[src/rtl/mem_out_streamer.sv]
`default_nettype none
// ============================================================================
// Module   : mem_out_streamer
// Brief    : Show-ahead FIFO feeding a video AXI4-Stream master with tuser
//            (start of frame) / tlast (end of line) markers and a frame-done
//            pulse. Optional underrun counter under MEM_OUT_UNDERRUN_CNT_EN.
// Revision : 1.0 - initial release
// ============================================================================
module mem_out_streamer #(
    parameter int WIDTH      = 1080,
    parameter int HEIGHT     = 960,
    parameter int DATA_W     = 16,
    parameter int FIFO_DEPTH = 16
) (
    input  logic              clk,
    input  logic              reset,
    input  logic              Pix_Valid,
    input  logic [DATA_W-1:0] Pix_Data,
    output logic              Pix_Ready,
    output logic [DATA_W-1:0] AXIS_Out_tdata,
    output logic              AXIS_Out_tvalid,
    input  logic              AXIS_Out_tready,
    output logic              AXIS_Out_tlast,
    output logic              AXIS_Out_tuser,
`ifdef MEM_OUT_UNDERRUN_CNT_EN
    output logic [15:0]       Underrun_Count,
`endif
    output logic              Frame_Done
);

    localparam int c_AW = $clog2(FIFO_DEPTH);
    localparam int c_PW = c_AW + 1;
    localparam int c_CW = (WIDTH  > 1) ? $clog2(WIDTH)  : 1;
    localparam int c_RW = (HEIGHT > 1) ? $clog2(HEIGHT) : 1;
    localparam logic [c_CW-1:0] c_COL_LAST = c_CW'(WIDTH - 1);
    localparam logic [c_RW-1:0] c_ROW_LAST = c_RW'(HEIGHT - 1);

    logic [DATA_W-1:0] r_mem [FIFO_DEPTH];
    logic [c_PW-1:0]   r_wr_ptr;
    logic [c_PW-1:0]   r_rd_ptr;
    logic [c_CW-1:0]   r_col;
    logic [c_RW-1:0]   r_row;
    logic              r_frame_done;

    logic w_empty;
    logic w_full;
    logic w_wr_en;
    logic w_rd_en;
    logic w_col_last;
    logic w_frame_end;

    // Same index bits with differing wrap bits means the writer lapped the reader.
    assign w_empty     = (r_wr_ptr == r_rd_ptr);
    assign w_full      = (r_wr_ptr[c_AW] != r_rd_ptr[c_AW]) &&
                         (r_wr_ptr[c_AW-1:0] == r_rd_ptr[c_AW-1:0]);
    assign w_wr_en     = Pix_Valid && !w_full;
    assign w_rd_en     = !w_empty && AXIS_Out_tready;
    assign w_col_last  = (r_col == c_COL_LAST);
    assign w_frame_end = w_rd_en && w_col_last && (r_row == c_ROW_LAST);

    assign Pix_Ready       = !w_full;
    assign AXIS_Out_tvalid = !w_empty;
    assign AXIS_Out_tdata  = w_empty ? '0 : r_mem[r_rd_ptr[c_AW-1:0]];
    assign AXIS_Out_tlast  = !w_empty && w_col_last;
    assign AXIS_Out_tuser  = !w_empty && (r_col == '0) && (r_row == '0);
    assign Frame_Done      = r_frame_done;

    always_ff @(posedge clk) begin
        if (w_wr_en) begin
            r_mem[r_wr_ptr[c_AW-1:0]] <= Pix_Data;
        end
    end

    always_ff @(posedge clk or negedge reset) begin
        if (!reset) begin
            r_wr_ptr <= '0;
            r_rd_ptr <= '0;
        end else begin
            if (w_wr_en) begin
                r_wr_ptr <= r_wr_ptr + c_PW'(1);
            end
            if (w_rd_en) begin
                r_rd_ptr <= r_rd_ptr + c_PW'(1);
            end
        end
    end

    always_ff @(posedge clk or negedge reset) begin
        if (!reset) begin
            r_col        <= '0;
            r_row        <= '0;
            r_frame_done <= 1'b0;
        end else begin
            r_frame_done <= w_frame_end;
            if (w_rd_en) begin
                if (w_col_last) begin
                    r_col <= '0;
                    r_row <= (r_row == c_ROW_LAST) ? '0 : r_row + c_RW'(1);
                end else begin
                    r_col <= r_col + c_CW'(1);
                end
            end
        end
    end

`ifdef MEM_OUT_UNDERRUN_CNT_EN
    logic        r_in_frame;
    logic [15:0] r_underrun;

    // In-frame spans from the first beat of a frame up to its final beat.
    always_ff @(posedge clk or negedge reset) begin
        if (!reset) begin
            r_in_frame <= 1'b0;
            r_underrun <= '0;
        end else begin
            if (w_rd_en) begin
                r_in_frame <= !w_frame_end;
            end
            if (AXIS_Out_tready && w_empty && r_in_frame && (r_underrun != 16'hFFFF)) begin
                r_underrun <= r_underrun + 16'd1;
            end
        end
    end

    assign Underrun_Count = r_underrun;
`endif

endmodule
`default_nettype wire

[config.mk]
export PLATFORM = sky130hd
export DESIGN_NAME = mem_out_streamer
export DESIGN_NICKNAME = d
export VERILOG_FILES = /design/src/rtl/mem_out_streamer.sv
export SDC_FILE = /design/constraint.sdc
export NUM_CORES = 1
export LEC_CHECK = 0
export ABC_CLOCK_PERIOD_IN_PS = 2900
export CORE_UTILIZATION = 40
export CTS_CLUSTER_DIAMETER = 120
export DETAILED_ROUTE_END_ITERATION = 8
export GPL_ROUTABILITY_DRIVEN = 0
export HOLD_SLACK_MARGIN = 0.15
export PLACE_DENSITY = 0.58
export SLEW_MARGIN = 20
export SYNTH_ARGS = -nofsm -noshare
export SYNTH_HDL_FRONTEND = slang
export SYNTH_SLANG_ARGS = --single-unit
[constraint.sdc]
create_clock -name clk -period 2.9 [get_ports clk]
set_clock_uncertainty 0.15 [all_clocks]
set_input_delay 0.58 -clock clk [delete_from_list [all_inputs] [get_ports clk]]
set_output_delay 0.58 -clock clk [all_outputs]
set_load 0.03 [all_outputs]
==> impl_metrics.yaml, run 1 <==
placed_design:
  portBuffers: 40
  dpl.cell_count: 1041
  dpl.hpwl_um: 15900
  postPlaceCellArea_mm2: 0.0128
sta:
  fin_ws_ns: -0.195
  tightest_slew_ns: 0.628
  finalSetupViolations: 16
  clock.fmax_mhz: 323
  slew_viol_final: 0
  fin_crit_sh_pct: 107
  maxSlewHeadroom_pct: 58.0
  rsz0062_at_grt: "yes"
  period_minus_slack_ns: 3.10
  finalHoldViolCount: 0
  finalSetupTns_ns: -2.61
power:
  power_frac_comb_pct: 38.8
  ir_drop_mv: 1.05
  power_frac_clock_pct: 26.2
  p_sw_mw: 4.97
  swShare_pct: 33.1
  p_per_area_mw_per_mm2: 1050
  p_int_mw: 10.0
  pwr-share-seq_pct: 35.0
  leakagePower_nw: 4.71
synth:
  synthCells: 607
  yosysUniqueCellTypes: 40
  synth_top_family_by_area: "multiplexers"
  avgSynthCellArea_um2: 18.9
  syn_area_mm2: 0.0115
  synth_xor_area_share_pct: 1.29
  yosysSeqAreaShare_pct: 74.1
  ys_ff_latch: 288
  synth_mux_area_share_pct: 12.6
  synth_nets: 636
  synthAdderAreaFrac_pct: 0.983
  yosysWarnings: 0
  synthSimpleGateAreaFrac_pct: 4.54
  synth_compound_gate_area_share_pct: 4.96
worst_setup_path:
  start_kind: "register"
  crit_path_top_delay_cell: "mux4_2"
  crit_required_ns: 2.17
  path_cells: "buf_6 > buf_16 > mux4_2 > a22oi_2 > a21oi_1 > buf_4"
  critPathKind: "reg -> out"
  crit_fanout: 14
  cp.arrival_ns: 2.37
  endpoint_kind: "primary output"
  slowest_delay_ns: 0.53
layout:
  final_common_cell: "edfxtp_1"
  fin_area_mm2: 0.0143
  final_cell_count_no_fill: 1110
  fillers: 2235
  areaGrowthSynthToFinish_pct: 24.9
  final_cell_mix: "256 x edfxtp_1, 64 x mux4_2, 39 x buf_4, 31 x clkbuf_16, 30 x dfrtp_1"
  drive_above_1_share_pct: 34.8
  diodes: 0
  fin_nets: 740
drt:
  post_drt_wl_per_cell_um: 24.0
  dr_total_vias: 6132
  routed_wl_um: 26700
  drc_errors: 0
  dr.pass1.iters: 4
  drtIter0Drc: 396
  vias_per_cell: 5.52
  antenna_left: 0
run_status:
  violations: "negative setup slack"
  status: "finished with violations"
clock_tree:
  h-tree-depth: 1
  cts-root-buf: "clkbuf_16"
  clock_latency_ns: 0.55
  cts_tree: "yes"
  path_clk_slew_ns: 0.06
  cts_buffer_depth: 3
  cts_num_sinks: 288
  cts_made_buffers: 30
grt:
  first_global_vias: 6456
  gr-total-overflow: 0
  grt_max_degree: 68
  grt_antenna_before_repair: 0
  grt_pass1_wl_um: 40100
  grt_use_total_pct: 18.9
job:
  drv_cap: 0
floorplanning:
  io-pin-count: 41
  start_util_pct: 40.9
  die_h_um: 171
  core_area_mm2: 0.0280
  die_x_um: 171
  die_area_mm2: 0.0293
  rows: 61
min_path:
  min_path_type: "in -> async"
==> layout make-up <==
class | instances | area, um^2 | area share, %
multi-input combinational | 279 | 3060 | 21.4
tap | 378 | 473 | 3.31
inverter | 8 | 30.0 | 0.210
clock inverter | 17 | 236 | 1.65
clock buffer | 36 | 783 | 5.48
timing repair buffer | 104 | 1220 | 8.56
sequential | 288 | 8490 | 59.4
==> sequential cells by signal, indices dropped and copies added (netlist names) <==
register	flops
r_mem	256
r_col	11
r_row	10
r_rd_ptr	5
r_wr_ptr	5
Frame_Done	1
==> synth_stat cells, drive strengths merged <==
cell	n	area, um^2
a21boi	1	11.3
a21oi	17	85.1
a22oi	32	240
a31oi	3	18.8
and2	2	12.5
and3	1	6.26
and4	4	37.5
buf	18	93.8
clkbuf	14	52.6
dfrtp	32	801
edfxtp	256	7690
ha	9	113
inv	8	30.0
mux4	64	1440
nand2	26	97.6
nand2b	3	18.8
nand3	14	70.1
nand4	8	50.1
nor2	25	93.8
nor2b	3	18.8
nor3	6	35.0
nor4	3	18.8
nor4b	2	17.5
o211ai	1	21.3
o21a	1	7.51
o21ai	23	115
o31ai	8	60.1
o41ai	1	8.76
or2	1	6.26
or3	2	12.5
or4	2	15.0
or4b	1	10.0
xnor2	14	123
xor2	2	25.0
==> critical path: cells and delay by family, from the launching register on <==
kind	cells	cell delay, ns
flip-flops	1	0.47
buffers and inverters	3	0.48
AO/OA/AOI/OAI	2	0.31
multiplexers	1	0.53
==> power groups by stage <==
stage,sequential (mW),clock [mW],combinational [mW]
after floorplan,5.22,0,3.03
after detailed placement,5.33,0,4.89
after global routing,5.29,4.13,6.16
after CTS,5.24,4.01,5.73
final,5.25,3.93,5.83
after global placement,5.30,0,4.85
==> per-stage QoR <==
step	hold slack [ns]	setup WS [ns]	power, mW	util (%)
5_1_grt	0.309	-0.298	15.6	51.1
3_5_place_dp	0.367	0.176	10.2	45.7
6_report	0.271	-0.195	15.0	51.1
4_1_cts	0.281	-0.267	15.0	50.8
3_3_place_gp	0.363	0.156	10.2	45.7
2_1_floorplan	0.134	0.311	8.25	-
==> worst paths after layout <==
kind | startpoint | to | cells past startpoint | slack, ns
min in group clk | r_wr_ptr[4] | r_wr_ptr[4] | 1 | 0.37
hold reg to reg | r_wr_ptr[4] | r_wr_ptr[4] | 1 | 0.37
hold / removal | reset | r_col[10] | 2 | 0.27
max in group asynchronous | reset | r_rd_ptr[0] | 2 | 1.97
setup reg to reg | r_col[0] | r_row[6] | 6 | 0.50
setup / recovery | r_rd_ptr[0] | AXIS_Out_tdata[5] | 6 | -0.20
==> logic make-up after synthesis <==
| group | Yosys count |
|---|---|
| AO/OA/AOI/OAI | 87 |
| XOR/XNOR | 16 |
| adder cells (fa/ha/maj) | 9 |
| buffers and inverters | 40 |
| flip-flops | 288 |
| multiplexers | 64 |
| AND/OR/NAND/NOR | 103 |
==> timing repair <==
item	in CTS	in global routing
gates cloned	3	1
hold buffers	0	0
buffers inserted	12	1
gates resized for setup	51	24
endpoints found under the setup margin	20	19
pin swaps	15	9
==> routing by layer <==
layer,wire length (um),vias up,track usage [%]
li1,-,2698,-
met1,11300,3238,24.5
met2,13600,155,33.3
met3,1230,41,3.15
met4,545,0,4.50
met5,0,-,0
No activity file was read; power rests on OpenSTA's default activity.
==> inputs of run 2 (changes only) <==
--- a/config.mk
+++ b/config.mk
@@ -12,7 +12,9 @@
 export GPL_ROUTABILITY_DRIVEN = 0
 export HOLD_SLACK_MARGIN = 0.15
 export PLACE_DENSITY = 0.58
+export SKIP_CTS_REPAIR_TIMING = 1
 export SLEW_MARGIN = 20
 export SYNTH_ARGS = -nofsm -noshare
 export SYNTH_HDL_FRONTEND = slang
 export SYNTH_SLANG_ARGS = --single-unit
+export TNS_END_PERCENT = 100
==> run 2 against run 1 <==
Against the previous run: the flow still finishes with violations (negative setup slack); die area is the same; via count shrank 0.55%; cell count grew 0.81%; sequential share of layout area shrank 0.53 points; core utilization grew 0.46 points; routed wire length is essentially flat; design area grew 0.90%; critical path type unchanged; critical endpoint is now AXIS_Out_tdata[13]; highest routed layer unchanged.
==> impl_metrics.yaml, run 2 (synthesized netlist as in run 1, its figures left out) <==
run_status:
  status: "finished with violations"
  violations: "negative setup slack"
clock_tree:
  path_clk_slew_ns: 0.06
  cts_num_sinks: 288
  clock_latency_ns: 0.55
  cts_tree: "yes"
  cts_buffer_depth: 3
  cts-root-buf: "clkbuf_16"
  h-tree-depth: 1
  cts_made_buffers: 30
power:
  pwr-share-seq_pct: 34.8
  power_frac_clock_pct: 25.9
  p_sw_mw: 4.98
  swShare_pct: 32.9
  p_int_mw: 10.1
  ir_drop_mv: 0.975
  p_per_area_mw_per_mm2: 1050
  power_frac_comb_pct: 39.3
  finalPower_mw: 15.1
  leakagePower_nw: 4.78
drt:
  vias_per_cell: 5.45
  routed_wl_um: 26700
  drtIter0Drc: 403
  dr.pass1.iters: 5
  drc_errors: 0
  antenna_left: 0
  post_drt_wl_per_cell_um: 23.8
  dr_total_vias: 6098
sta:
  finalSetupTns_ns: -4.39
  slew_viol_final: 0
  maxSlewHeadroom_pct: 59.1
  clock.fmax_mhz: 312
  finalHoldViolCount: 0
  rsz0062_at_grt: "yes"
  tightest_slew_ns: 0.612
  period_minus_slack_ns: 3.20
  fin_ws_ns: -0.302
  fin_crit_sh_pct: 110
  finalSetupViolations: 19
floorplanning:
  io-pin-count: 41
  die_x_um: 171
  start_util_pct: 40.9
  core_area_mm2: 0.0280
  die_area_mm2: 0.0293
  rows: 61
  die_h_um: 171
layout:
  drive_above_1_share_pct: 35.1
  final_cell_mix: "256 x edfxtp_1, 64 x mux4_2, 46 x buf_4, 35 x clkbuf_16, 30 x dfrtp_1"
  fin_nets: 749
  fillers: 2234
  diodes: 0
  fin_area_mm2: 0.0144
  areaGrowthSynthToFinish_pct: 26.0
  largest_reg_flops: 256
  final_common_cell: "edfxtp_1"
grt:
  grt_max_degree: 68
  grt_antenna_before_repair: 0
  grt_pass1_wl_um: 39200
  gr-total-overflow: 0
  first_global_vias: 6312
  grt_use_total_pct: 18.5
  grtUsageMet3_pct: 3.31
  busiest_layer: "met2"
  met2_usage_pct: 32.2
  grt_use_met1_pct: 24.0
worst_setup_path:
  crit_required_ns: 2.17
  crit_start: "r_rd_ptr[0]"
  reg2regPathDepth: 7
  cp.arrival_ns: 2.47
  crit_fanout: 8
  critPathKind: "reg -> out"
  endpoint_kind: "primary output"
  reg2reg_from: "r_rd_ptr[0]"
  worst-r2r-setup-slack_ns: 0.35
  start_kind: "register"
placed_design:
  dp_slack_ns: 0.176
  portBuffers: 40
  dpl.hpwl_um: 15900
  postPlaceCellArea_mm2: 0.0128
min_path:
  min_path_type: "in -> async"
job:
  drv_cap: 0
-- run 2: changes by cell type in the layout (fill, tap and decap cells not counted), moves of 2 or more --
cell       before  now
buf_4          39   46
clkbuf_16      31   35
a22oi_1         4    7
a22oi_2        28   25
clkbuf_2        3    0
a21oi_1         5    7
a21oi_2        12   10
buf_12         21   23
buf_16          3    1
-- run 2: final timing paths --
check / to
max: AXIS_Out_tdata[13]
max in group asynchronous: r_rd_ptr[0]
min: r_col[10]
min in group clk: r_wr_ptr[4]
max reg2reg: r_mem[7][0]
min reg2reg: r_wr_ptr[4]
-- run 2: area by class of cell --
| type | instances | area (um^2) | share of cell area (%) |
|---|---|---|---|
| flip-flops and latches | 288 | 8490 | 58.8 |
| multi-input cells | 279 | 3060 | 21.2 |
| repair buffers | 113 | 1360 | 9.42 |
| clock buffers | 36 | 783 | 5.43 |
| well taps | 378 | 473 | 3.28 |
| clock inverters | 17 | 236 | 1.64 |
| inverters | 8 | 30.0 | 0.208 |
-- run 2: critical path: stages (launching register included) --
cell	delay, ns
dfrtp_4	0.55
buf_4	0.18
xnor2_4	0.16
nand4_1	0.23
nor2_4	0.24
buf_12	0.16
buf_12	0.14
a21oi_1	0.06
buf_4	0.18
-- run 2: stage by stage --
step                      util [%]  hold WS [ns]  instances
after global placement        45.7         0.363       1041
after global routing          51.5         0.309       1119
after detailed placement      45.7         0.367       1041
after floorplan                  -         0.134        607
final                         51.5         0.274       1119
after CTS                     49.3         0.281       1094
-- run 2: power by group through the flow --
stage	clock network, mW	registers [mW]	logic [mW]
after global placement	0	5.30	4.85
final	3.92	5.26	5.93
after global routing	4.13	5.30	6.26
after CTS	4.01	5.24	4.91
after floorplan	0	5.22	3.03
after detailed placement	0	5.33	4.89
-- run 2: metal layers --
metal  share of wire [%]  vias up
met2                  51      160
met3                 5.6       41
met4                 2.1        0
met5                   0        -
met1                  42     3190
li1                    -     2707
==> inputs of run 3 (changes only) <==
--- a/config.mk
+++ b/config.mk
@@ -10,7 +10,7 @@
 export CTS_CLUSTER_DIAMETER = 120
 export DETAILED_ROUTE_END_ITERATION = 8
 export GPL_ROUTABILITY_DRIVEN = 0
-export HOLD_SLACK_MARGIN = 0.15
+export HOLD_SLACK_MARGIN = 0.02
 export PLACE_DENSITY = 0.58
 export SKIP_CTS_REPAIR_TIMING = 1
 export SLEW_MARGIN = 20
==> results of run 3 <==
The final DEF is identical to that of run 2; final timing and power are the same.
